--- config.mk ---
export PLATFORM = sky130hd
export DESIGN_NAME = if_stage
export DESIGN_NICKNAME = d
export VERILOG_FILES = /design/src/rtl/if_stage.sv
export SDC_FILE = /design/constraint.sdc
export NUM_CORES = 1
export LEC_CHECK = 0
export CORE_MARGIN = 4
export CORE_UTILIZATION = 45
export DETAILED_ROUTE_END_ITERATION = 8
export PLACE_DENSITY = 0.84
export SLEW_MARGIN = 25
export SYNTH_ARGS = -nofsm -noshare
export SYNTH_HDL_FRONTEND = slang
export SYNTH_SLANG_ARGS = --single-unit
export TNS_END_PERCENT = 20
--- constraint.sdc ---
create_clock -name clk -period 4.1 [get_ports clk]
set_clock_uncertainty 0.2 [all_clocks]
set_input_delay 0.82 -clock clk [delete_from_list [all_inputs] [get_ports clk]]
set_output_delay 0.82 -clock clk [all_outputs]
set_load 0.01 [all_outputs]
--- src/rtl/if_stage.sv ---
// Instruction-fetch stage: owns the PC, the ready-handshaked instruction-memory
// port and the IF/ID register, with one delay slot for ID-resolved redirects.
module if_stage #(
  parameter logic [31:0] RESET_PC  = 32'h0000_0000,
  parameter logic [31:0] NOP_INSTR = 32'h0000_0000
) (
  input  logic        clk,
  input  logic        rst,
  output logic        imem_req,
  output logic [31:0] imem_addr,
  input  logic        imem_ready,
  input  logic [31:0] imem_data,
  input  logic        id_shouldStall,
  input  logic        id_shouldJumpOrBranch,
  input  logic [31:0] id_jumpOrBranchPc,
  output logic [31:0] id_pc_4,
  output logic [31:0] id_instruction,
  output logic        id_valid,
  output logic [31:0] debug_pc,
  output logic        debug_redirectPending
);

  typedef enum logic {SEQ, REDIRECT_PENDING} state_t;

  state_t      state, stateNext;
  logic [31:0] pc_p0, pcNext;
  logic [31:0] pendingTarget_p0, pendingTargetNext;
  logic [31:0] pc4_p1, pc4Next;
  logic [31:0] instr_p1, instrNext;
  logic        vld_p1, vldNext;
  logic        redirect;
  logic [31:0] pcPlus4;

  function automatic logic [31:0] alignTarget(input logic [31:0] target);
    return {target[31:2], 2'b00};
  endfunction

  assign pcPlus4  = pc_p0 + 32'd4;
  // Bubbles in IF/ID carry no real branch, so they can never redirect.
  assign redirect = id_shouldJumpOrBranch & vld_p1 & ~id_shouldStall;

  always_comb begin
    stateNext         = state;
    pcNext            = pc_p0;
    pendingTargetNext = pendingTarget_p0;
    pc4Next           = pc4_p1;
    instrNext         = instr_p1;
    vldNext           = vld_p1;
    if (id_shouldStall) begin
      // Hold everything; the same address is re-presented next cycle.
    end else if (imem_ready) begin
      pc4Next   = pcPlus4;
      instrNext = imem_data;
      vldNext   = 1'b1;
      if (redirect) begin
        pcNext    = alignTarget(id_jumpOrBranchPc);
        stateNext = SEQ;
      end else if (state == REDIRECT_PENDING) begin
        pcNext    = pendingTarget_p0;
        stateNext = SEQ;
      end else begin
        pcNext = pcPlus4;
      end
    end else begin
      // Delay slot not yet fetched: remember the target until it is.
      instrNext = NOP_INSTR;
      vldNext   = 1'b0;
      if (redirect) begin
        pendingTargetNext = alignTarget(id_jumpOrBranchPc);
        stateNext         = REDIRECT_PENDING;
      end
    end
  end

  // IF -> ID boundary
  always_ff @(posedge clk) begin
    if (rst) begin
      state            <= SEQ;
      pc_p0            <= RESET_PC;
      pendingTarget_p0 <= 32'd0;
      pc4_p1           <= 32'd0;
      instr_p1         <= NOP_INSTR;
      vld_p1           <= 1'b0;
    end else begin
      state            <= stateNext;
      pc_p0            <= pcNext;
      pendingTarget_p0 <= pendingTargetNext;
      pc4_p1           <= pc4Next;
      instr_p1         <= instrNext;
      vld_p1           <= vldNext;
    end
  end

  assign imem_req              = ~rst;
  assign imem_addr             = pc_p0;
  assign id_pc_4               = pc4_p1;
  assign id_instruction        = instr_p1;
  assign id_valid              = vld_p1;
  assign debug_pc              = pc_p0;
  assign debug_redirectPending = (state == REDIRECT_PENDING);

endmodule
; Yosys cells after proc, flatten, opt, wreduce, memory -nomap -nowiden
; Index checks and enable logic that the tools add are counted.
[totals]
reg_bits = 128
out_inout_bits = 131
wordCells = 22
[op_classes]
addsub = 1
muxes = 6
n_bitwise = 5
n_reduce_logical = 4
[op_table]
columns = cell, count
row1 = 32-bit 2-to-1 mux, 3
row2 = 32-bit by 3-bit adder with 32-bit output (second input constant), 1
row3 = 2-bit AND reduction, 2
row4 = 1-bit 2-to-1 mux, 3
row5 = 1-bit inverter, 3
row6 = 3-bit AND reduction, 1
row7 = 1-bit bitwise AND, 2
row8 = 2-bit nonzero test, 1

; Longest topological paths before layout
[depth]
ltp_word = 4
depth_mapped = 7
mapped_depth_nobuf = 6

; Worst setup path before layout
; OpenSTA, ideal clock, no wires.
[synth_path]
kind = input to output
from = in rst
to = out imem_req
t_arrival_ns = 1.388
t_required_ns = 3.080
slack_ns = 1.692
path_stages = 3
n_path_buf = 2
path_cell_list = inv_1 -> clkbuf_1 -> clkbuf_1
[synth_via]
elab_chain_cells = 1
[synth_rtl]
columns = element, line_no
row1 = from (decl), 8  ; input logic rst,
row2 = 1-bit inverter, 94  ; assign imem_req = ~rst;
row3 = to (decl), 9  ; output logic imem_req,
; No other way between the ends.

; Final worst setup path
; Same ends and word-level chain as after synthesis.

==> summary.txt <==
Status
  • Run status: complete, no violations

Logic synthesis
  • Post-synth ARST share: 0
  • Area fraction of the dominant cell type after synthesis: 0.434
  • Synth Warn #: 0
  • Seq/Total Area, Yosys: 0.434
  • Top cells by area, synth: dfxtp_1 (43%), a21oi_1 (6.8%), nand2_1 (5.5%), a22o_1 (5.1%), buf_4 (5.0%)
  • Post-synth EDFFs: 0
  • Synth Flop Type: dfxtp_1
  • FF+latch count, synth: ~120
  • Synth Instances: 680
  • Post-Syn Area: 5720 um^2
  • Cell variety after synth: 54
  • Cell with the most instances after synthesis: dfxtp_1
  • Cell taking the most area after synthesis: dfxtp_1
  • Most frequent cells after synthesis: dfxtp_1 (124), nand2_1 (84), a21oi_1 (78)
  • Mapped Avg Cell Area: 8.41 um^2

Pwr
  • PwrDens: 406 nW/um^2
  • Leak: 2.80 nW
  • Worst VDD drop: roughly 0.31 mV

Floorplan
  • Rows: 40
  • Die footprint: 14600 um^2
  • Die H: 121 um
  • I/O pins: 200
  • Die X: 121 um
  • Starting Density: 0.468
  • CORE AREA: between 10000 and 15000 um^2

Placement
  • Placed instance count: about 960
  • HPWL Detailed: 12.7 mm
  • Placed cell area: 7440 um^2
  • RD Place Congestion: 0.939
  • Port buffer count: 191

Clock tree
  • CTS Root Cell: clkbuf_16
  • CTS Hold Buffers Added: 0
  • PostCTS Resize Cnt: 0
  • CTS Buf Count: 17
  • Clock sink count: 124
  • CTS clk-pin slew, worst paths: 50 ps
  • Htree depth: 4
  • Post-CTS setup buffers: 0
  • CTS tree: yes
  • CTS max path bufs: 2
  • Clk Latency, worst-skew pair: 420 ps

Cells and area
  • Nets: 883
  • Fin cells: between 900 and 1k
  • Final instance area: 8040 um^2
  • FF/Latch Area: 2480 um^2
  • Footprint of the multi-input gates: 2730 um^2
  • Filler Cell Count: 997
  • Antenna cells: 0
  • P&R area growth vs syn: 40.7%
  • Layout cells sized above 1: 0.0690
  • Finished Core Util: 0.659

Route
  • Drt pass-1 iters: 7
  • Via count: around 5.7k
  • Met3 WL post-DR: approximately 1.7 mm
  • Initial DRC count: 627
  • Routed wire length per instance: 18.2 um
  • Met2 wire length: between 8 and 9 mm
  • Post-route ant nets: 0
  • Uppermost layer routed: met4
  • DRT Wirelength: approximately 18 mm
  • Met1 wire length: 7.09 mm
  • Vias per cell: 5.75
  • DRC: 0

STA
  • Unrepaired setup endpoints after global routing: false
  • Achievable frequency: 324 MHz
  • Final setup viols: 0
  • Max-slew headroom: 0.471
  • Setup TNS: 0 ps
  • Worst-Margin Slew: 793 ps
  • Final Cycle Share: 0.752
  • Slew Limit Fails: 0
  • Tightest hold margin: around 250 ps
  • Final Critical Period: 3080 ps
  • Final Hold Viols: 0

Job
  • Max Cap Violations: 0

GRT
  • All-Layer GR Usage: 0.244
  • Vias in the first global route: between 5k and 6k
  • Initial antenna violation count: 0
  • First-pass GRT wire length: 28.5 mm
  • Largest net degree at the start of global routing: 49
  • Gr ovfl total: 0

Worst setup path
  • CP max FO: 31
  • Worst endpoint required time: 3080 ps
  • CP max stage delay: 600 ps
  • Critical path data arrival time: 2060 ps
  • Critical path cell sequence: buf_2 -> inv_1 -> buf_4 -> clkdlybuf4s50_1
  • Setup crit end kind: primary output
  • Crit path kind: in -> out
  • CP max-delay cell: clkdlybuf4s50_1
  • Crit start category: input port

Min path
  • Hold/Removal Path Class: reg -> reg
==> path summary, 6_finish.rpt <==
| kind | from | endpoint | slack [ps] | cells after the start |
|---|---|---|---|---|
| worst min-delay path | pendingTarget_p0[19]$_SDFFE_PP0P_ | pendingTarget_p0[19]$_SDFFE_PP0P_ | 250 | 2 |
| worst max-delay path | rst | imem_req | 1020 | 4 |
| worst max register to register | debug_pc[7]$_SDFFE_PP0P_ | id_pc_4[21]$_SDFFE_PP0P_ | 1490 | 5 |
| worst min register to register | pendingTarget_p0[19]$_SDFFE_PP0P_ | pendingTarget_p0[19]$_SDFFE_PP0P_ | 250 | 2 |
==> routing by layer <==
layer	up-vias	global-route usage
met3	36	0.0725
li1	2668	-
met5	-	0
met2	300	0.397
met4	0	0.0999
met1	2710	0.301
==> where the power goes <==
| part | total [mW] | internal (mW) | switching, mW | leakage (nW) |
|---|---|---|---|---|
| Clock | 1.52 | 0.980 | 0.542 | 0.288 |
| Combinational | 0.419 | 0.230 | 0.189 | 1.50 |
| Sequential | 1.32 | 1.26 | 0.0612 | 1.01 |
| Total | 3.26 | 2.47 | 0.793 | 2.80 |
==> cell families after synthesis <==
family	count (synthesis)	synth area share
and+or+nand+nor	206	0.178
adders and majority gates	1	0.00219
DFF	124	0.434
other	1	0.000656
xor gates and xnor gates	25	0.0383
muxes	1	0.00175
buffers and inverters	101	0.0952
AOI/OAI and AO/OA	221	0.249
==> per-stage QoR <==
stage	setup slack, ps	power (mW)
floorplan	1690	1.53
global placement	864	1.74
detailed placement	809	1.76
CTS	1020	3.27
global route	963	3.36
finish	1020	3.26
==> critical path, delay by kind of cell <==
family / cells / cell delay [ps]
buffers and inverters: 4 / 1230
==> registers in the layout, summed over array words and instances, names as in the netlist <==
register	count
debug_pc	30
debug_redirectPending	1
id_instruction	32
id_pc_4	30
id_valid	1
pendingTarget_p0	30
==> final cells by class <==
cell class,count,area share
clock buffer,20,0.0568
clock inverter,12,0.0180
tap,168,0.0261
sequential,124,0.309
timing repair buffer,201,0.246
multi-input combinational,460,0.340
inverter,9,0.00420
==> placed cells by master, fill, tap and decap left out, drive strengths merged, types with 7 or more instances in the layout <==
| master | count |
|---|---|
| clkdlybuf4s50 | 190 |
| dfxtp | 124 |
| nand2 | 84 |
| a21oi | 78 |
| o21ai | 47 |
| nor2 | 36 |
| a22o | 33 |
| xnor2 | 22 |
| clkbuf | 20 |
| nor3 | 15 |
| nand3 | 14 |
| nand4 | 14 |
| a211oi | 13 |
| a221oi | 11 |
| buf | 11 |
| inv | 9 |
| nor4 | 9 |
| and2 | 7 |
No activity file was read; power rests on OpenSTA's default activity.
==> variant: new RTL, same flow settings <==
Reset style: asynchronous (`rst`), changed in one clocked block.
--- a/src/rtl/if_stage.sv
+++ b/src/rtl/if_stage.sv
@@ -75,3 +75,3 @@
   // IF -> ID boundary
-  always_ff @(posedge clk) begin
+  always_ff @(posedge clk or posedge rst) begin
     if (rst) begin
Behaviour: differs if rst is asserted again (counterexample within 4 cycles, from zero or initial values and one cycle with rst high); with rst held inactive, the same outputs for 4 cycles.
==> variant against the unedited design <==
- fmax up 1.3%
- wire length fell by 4.2%
- final area rose by 5.8%
- setup slack improved by 0.041 ns
- area after synthesis increased by 5.3%
- hold slack better by 0.021 ns
- highest routed layer unchanged
- sequential cell count unchanged
- via count fell by 8.9%
- core utilization is 1.3 points lower
Power is not compared: it rests on default switching activity, and its combinational part moved more than twofold at a synthesized area within 25%.
==> variant: results (changes against the unedited design) <==
synth:
  ys.flop_type: "dfrtp_1"
  async_flop_share: 1.00  # +1.00
  synthMuxAreaShare: 0.0594  # +0.0577
  synth_adder_area_share: 0.00208  # -0.000111
  synth_edf_count: 0  # unchanged
  yosys_warnings: 0  # unchanged
  synth_compound_area_frac: 0.177  # -0.0727
  ys_types: 56  # +3.7%
  synth.area.top_cells: "dfrtp_1, mux2_2, a22o_1"
  ys_ff_latch: 124  # unchanged
  synth_xor_area_frac: 0.0393  # +0.000967
  synth_sequential_area_ratio: 0.515  # +0.0810
  synthTopCellsByCount: "dfrtp_1, nand2_1, o21ai_0"
hold_path:
  hold_path_class: "flop to flop"
cts:
  path_clk_slew_ns: 0.06
  htreeDepth: 4  # unchanged
  cts_resized: 0  # unchanged
  clock_latency_ns: 0.41
placed_design:
  gp_congestion: 0.939  # about the same
  port_buffers: 191  # unchanged
  dp_hpwl_um: 12100  # -4.8%
layout:
  layout-drive-gt1-share: 0.115  # +0.0461
  layout.nets: 804  # -8.9%
  n_antenna_cell: 0  # unchanged
outcome:
  status: "finished clean"
drt:
  wirelength_um: 17300  # -4.2%
  drt_iter0_markers: 435  # -31%
  vias: 5205  # -8.9%
  first_pass_iters: 5  # -2
power:
  peakVddDrop_uv: 333
  internal_power_w: 0.00330
  leakage_nw: 3.54
worst_setup_path:
  critPathSlowestCell: "dfrtp_1"
  crit_family: "flip-flops"
  slowest_delay_ns: 0.89  # +0.29 ns
  cp_max_fo: 23  # -26%
grt:
  grt_first_pass_wirelength_um: 27000  # -5.2%
  grt_pass1_vias: 5312  # -2.8%
  antenna_found_initial: 0  # unchanged
  grt_max_degree: 81  # +65%
  track_usage: 0.227  # -0.0169
sta:
  tightest_slew_ns: 0.941  # +0.148 ns
-- variant: changes by cell type in the layout (fill, tap and decap cells not counted), moves of 9 or more --
cell / change
a21oi_1: -44
nor2_1: -15
nand2_1: -21
a221oi_1: -10
mux2_2: +30
a211oi_1: -9
dfrtp_1: +124
nand3_1: +9
nor3_1: -10
dfxtp_1: -124
-- variant: area by class of cell --
cell class              count  area, µm²
clock inverters            10        163
well taps                 176        220
clock buffers              22        474
inverters                  10       41.3
multi-input cells         379       2510
fillers                   976       4680
flip-flops and latches    124       3100
repair buffers            202       2000
-- variant: final timing paths --
path,end,cells past startpoint,slack [ns],start
max,debug_redirectPending,1,1.06,debug_redirectPending
min,id_pc_4[3],2,0.28,id_pc_4[3]
max reg2reg,debug_pc[31],5,1.17,debug_redirectPending
min reg2reg,id_pc_4[3],2,0.28,id_pc_4[3]
max in group asynchronous,id_instruction[4],4,1.80,rst
min in group asynchronous,id_instruction[30],3,0.73,rst
-- variant: power by group through the flow --
stage          Clock, W  Combinational, W  Sequential (W)
3_3_place_gp          0           0.00127         0.00176
3_5_place_dp          0           0.00130         0.00178
6_report        0.00160           0.00130         0.00177
4_1_cts         0.00161           0.00131         0.00177
2_1_floorplan         0          0.000609         0.00180
5_1_grt         0.00167           0.00141         0.00181
-- variant: routing by layer --
metal	vias to the layer above	wire length (µm)	global-route usage
li1	2363	-	-
met1	2525	6860	0.283
met2	266	8840	0.376
met3	51	1080	0.0490
met4	0	543	0.105
met5	-	0	0
-- variant: per-stage QoR --
stage | instances | utilization | cell area, µm² | hold slack (ns) | setup slack [ns]
4_1_cts | 923 | 0.645 | 8500 | 0.281 | 1.04
2_1_floorplan | 585 | - | 6040 | 0.272 | 0.714
6_report | 923 | 0.645 | 8510 | 0.276 | 1.06
3_3_place_gp | 891 | 0.596 | 7870 | 0.264 | 0.804
3_5_place_dp | 891 | 0.596 | 7870 | 0.267 | 0.794
5_1_grt | 923 | 0.645 | 8510 | 0.319 | 0.982
-- variant: kinds of logic after synthesis --
group / Yosys count
XOR/XNOR: 27
multiplexers: 32
adder cells (fa/ha/maj): 1
AO/OA/AOI/OAI: 158
buffers and inverters: 82
flip-flops: 124
AND/OR/NAND/NOR: 155
other: 1
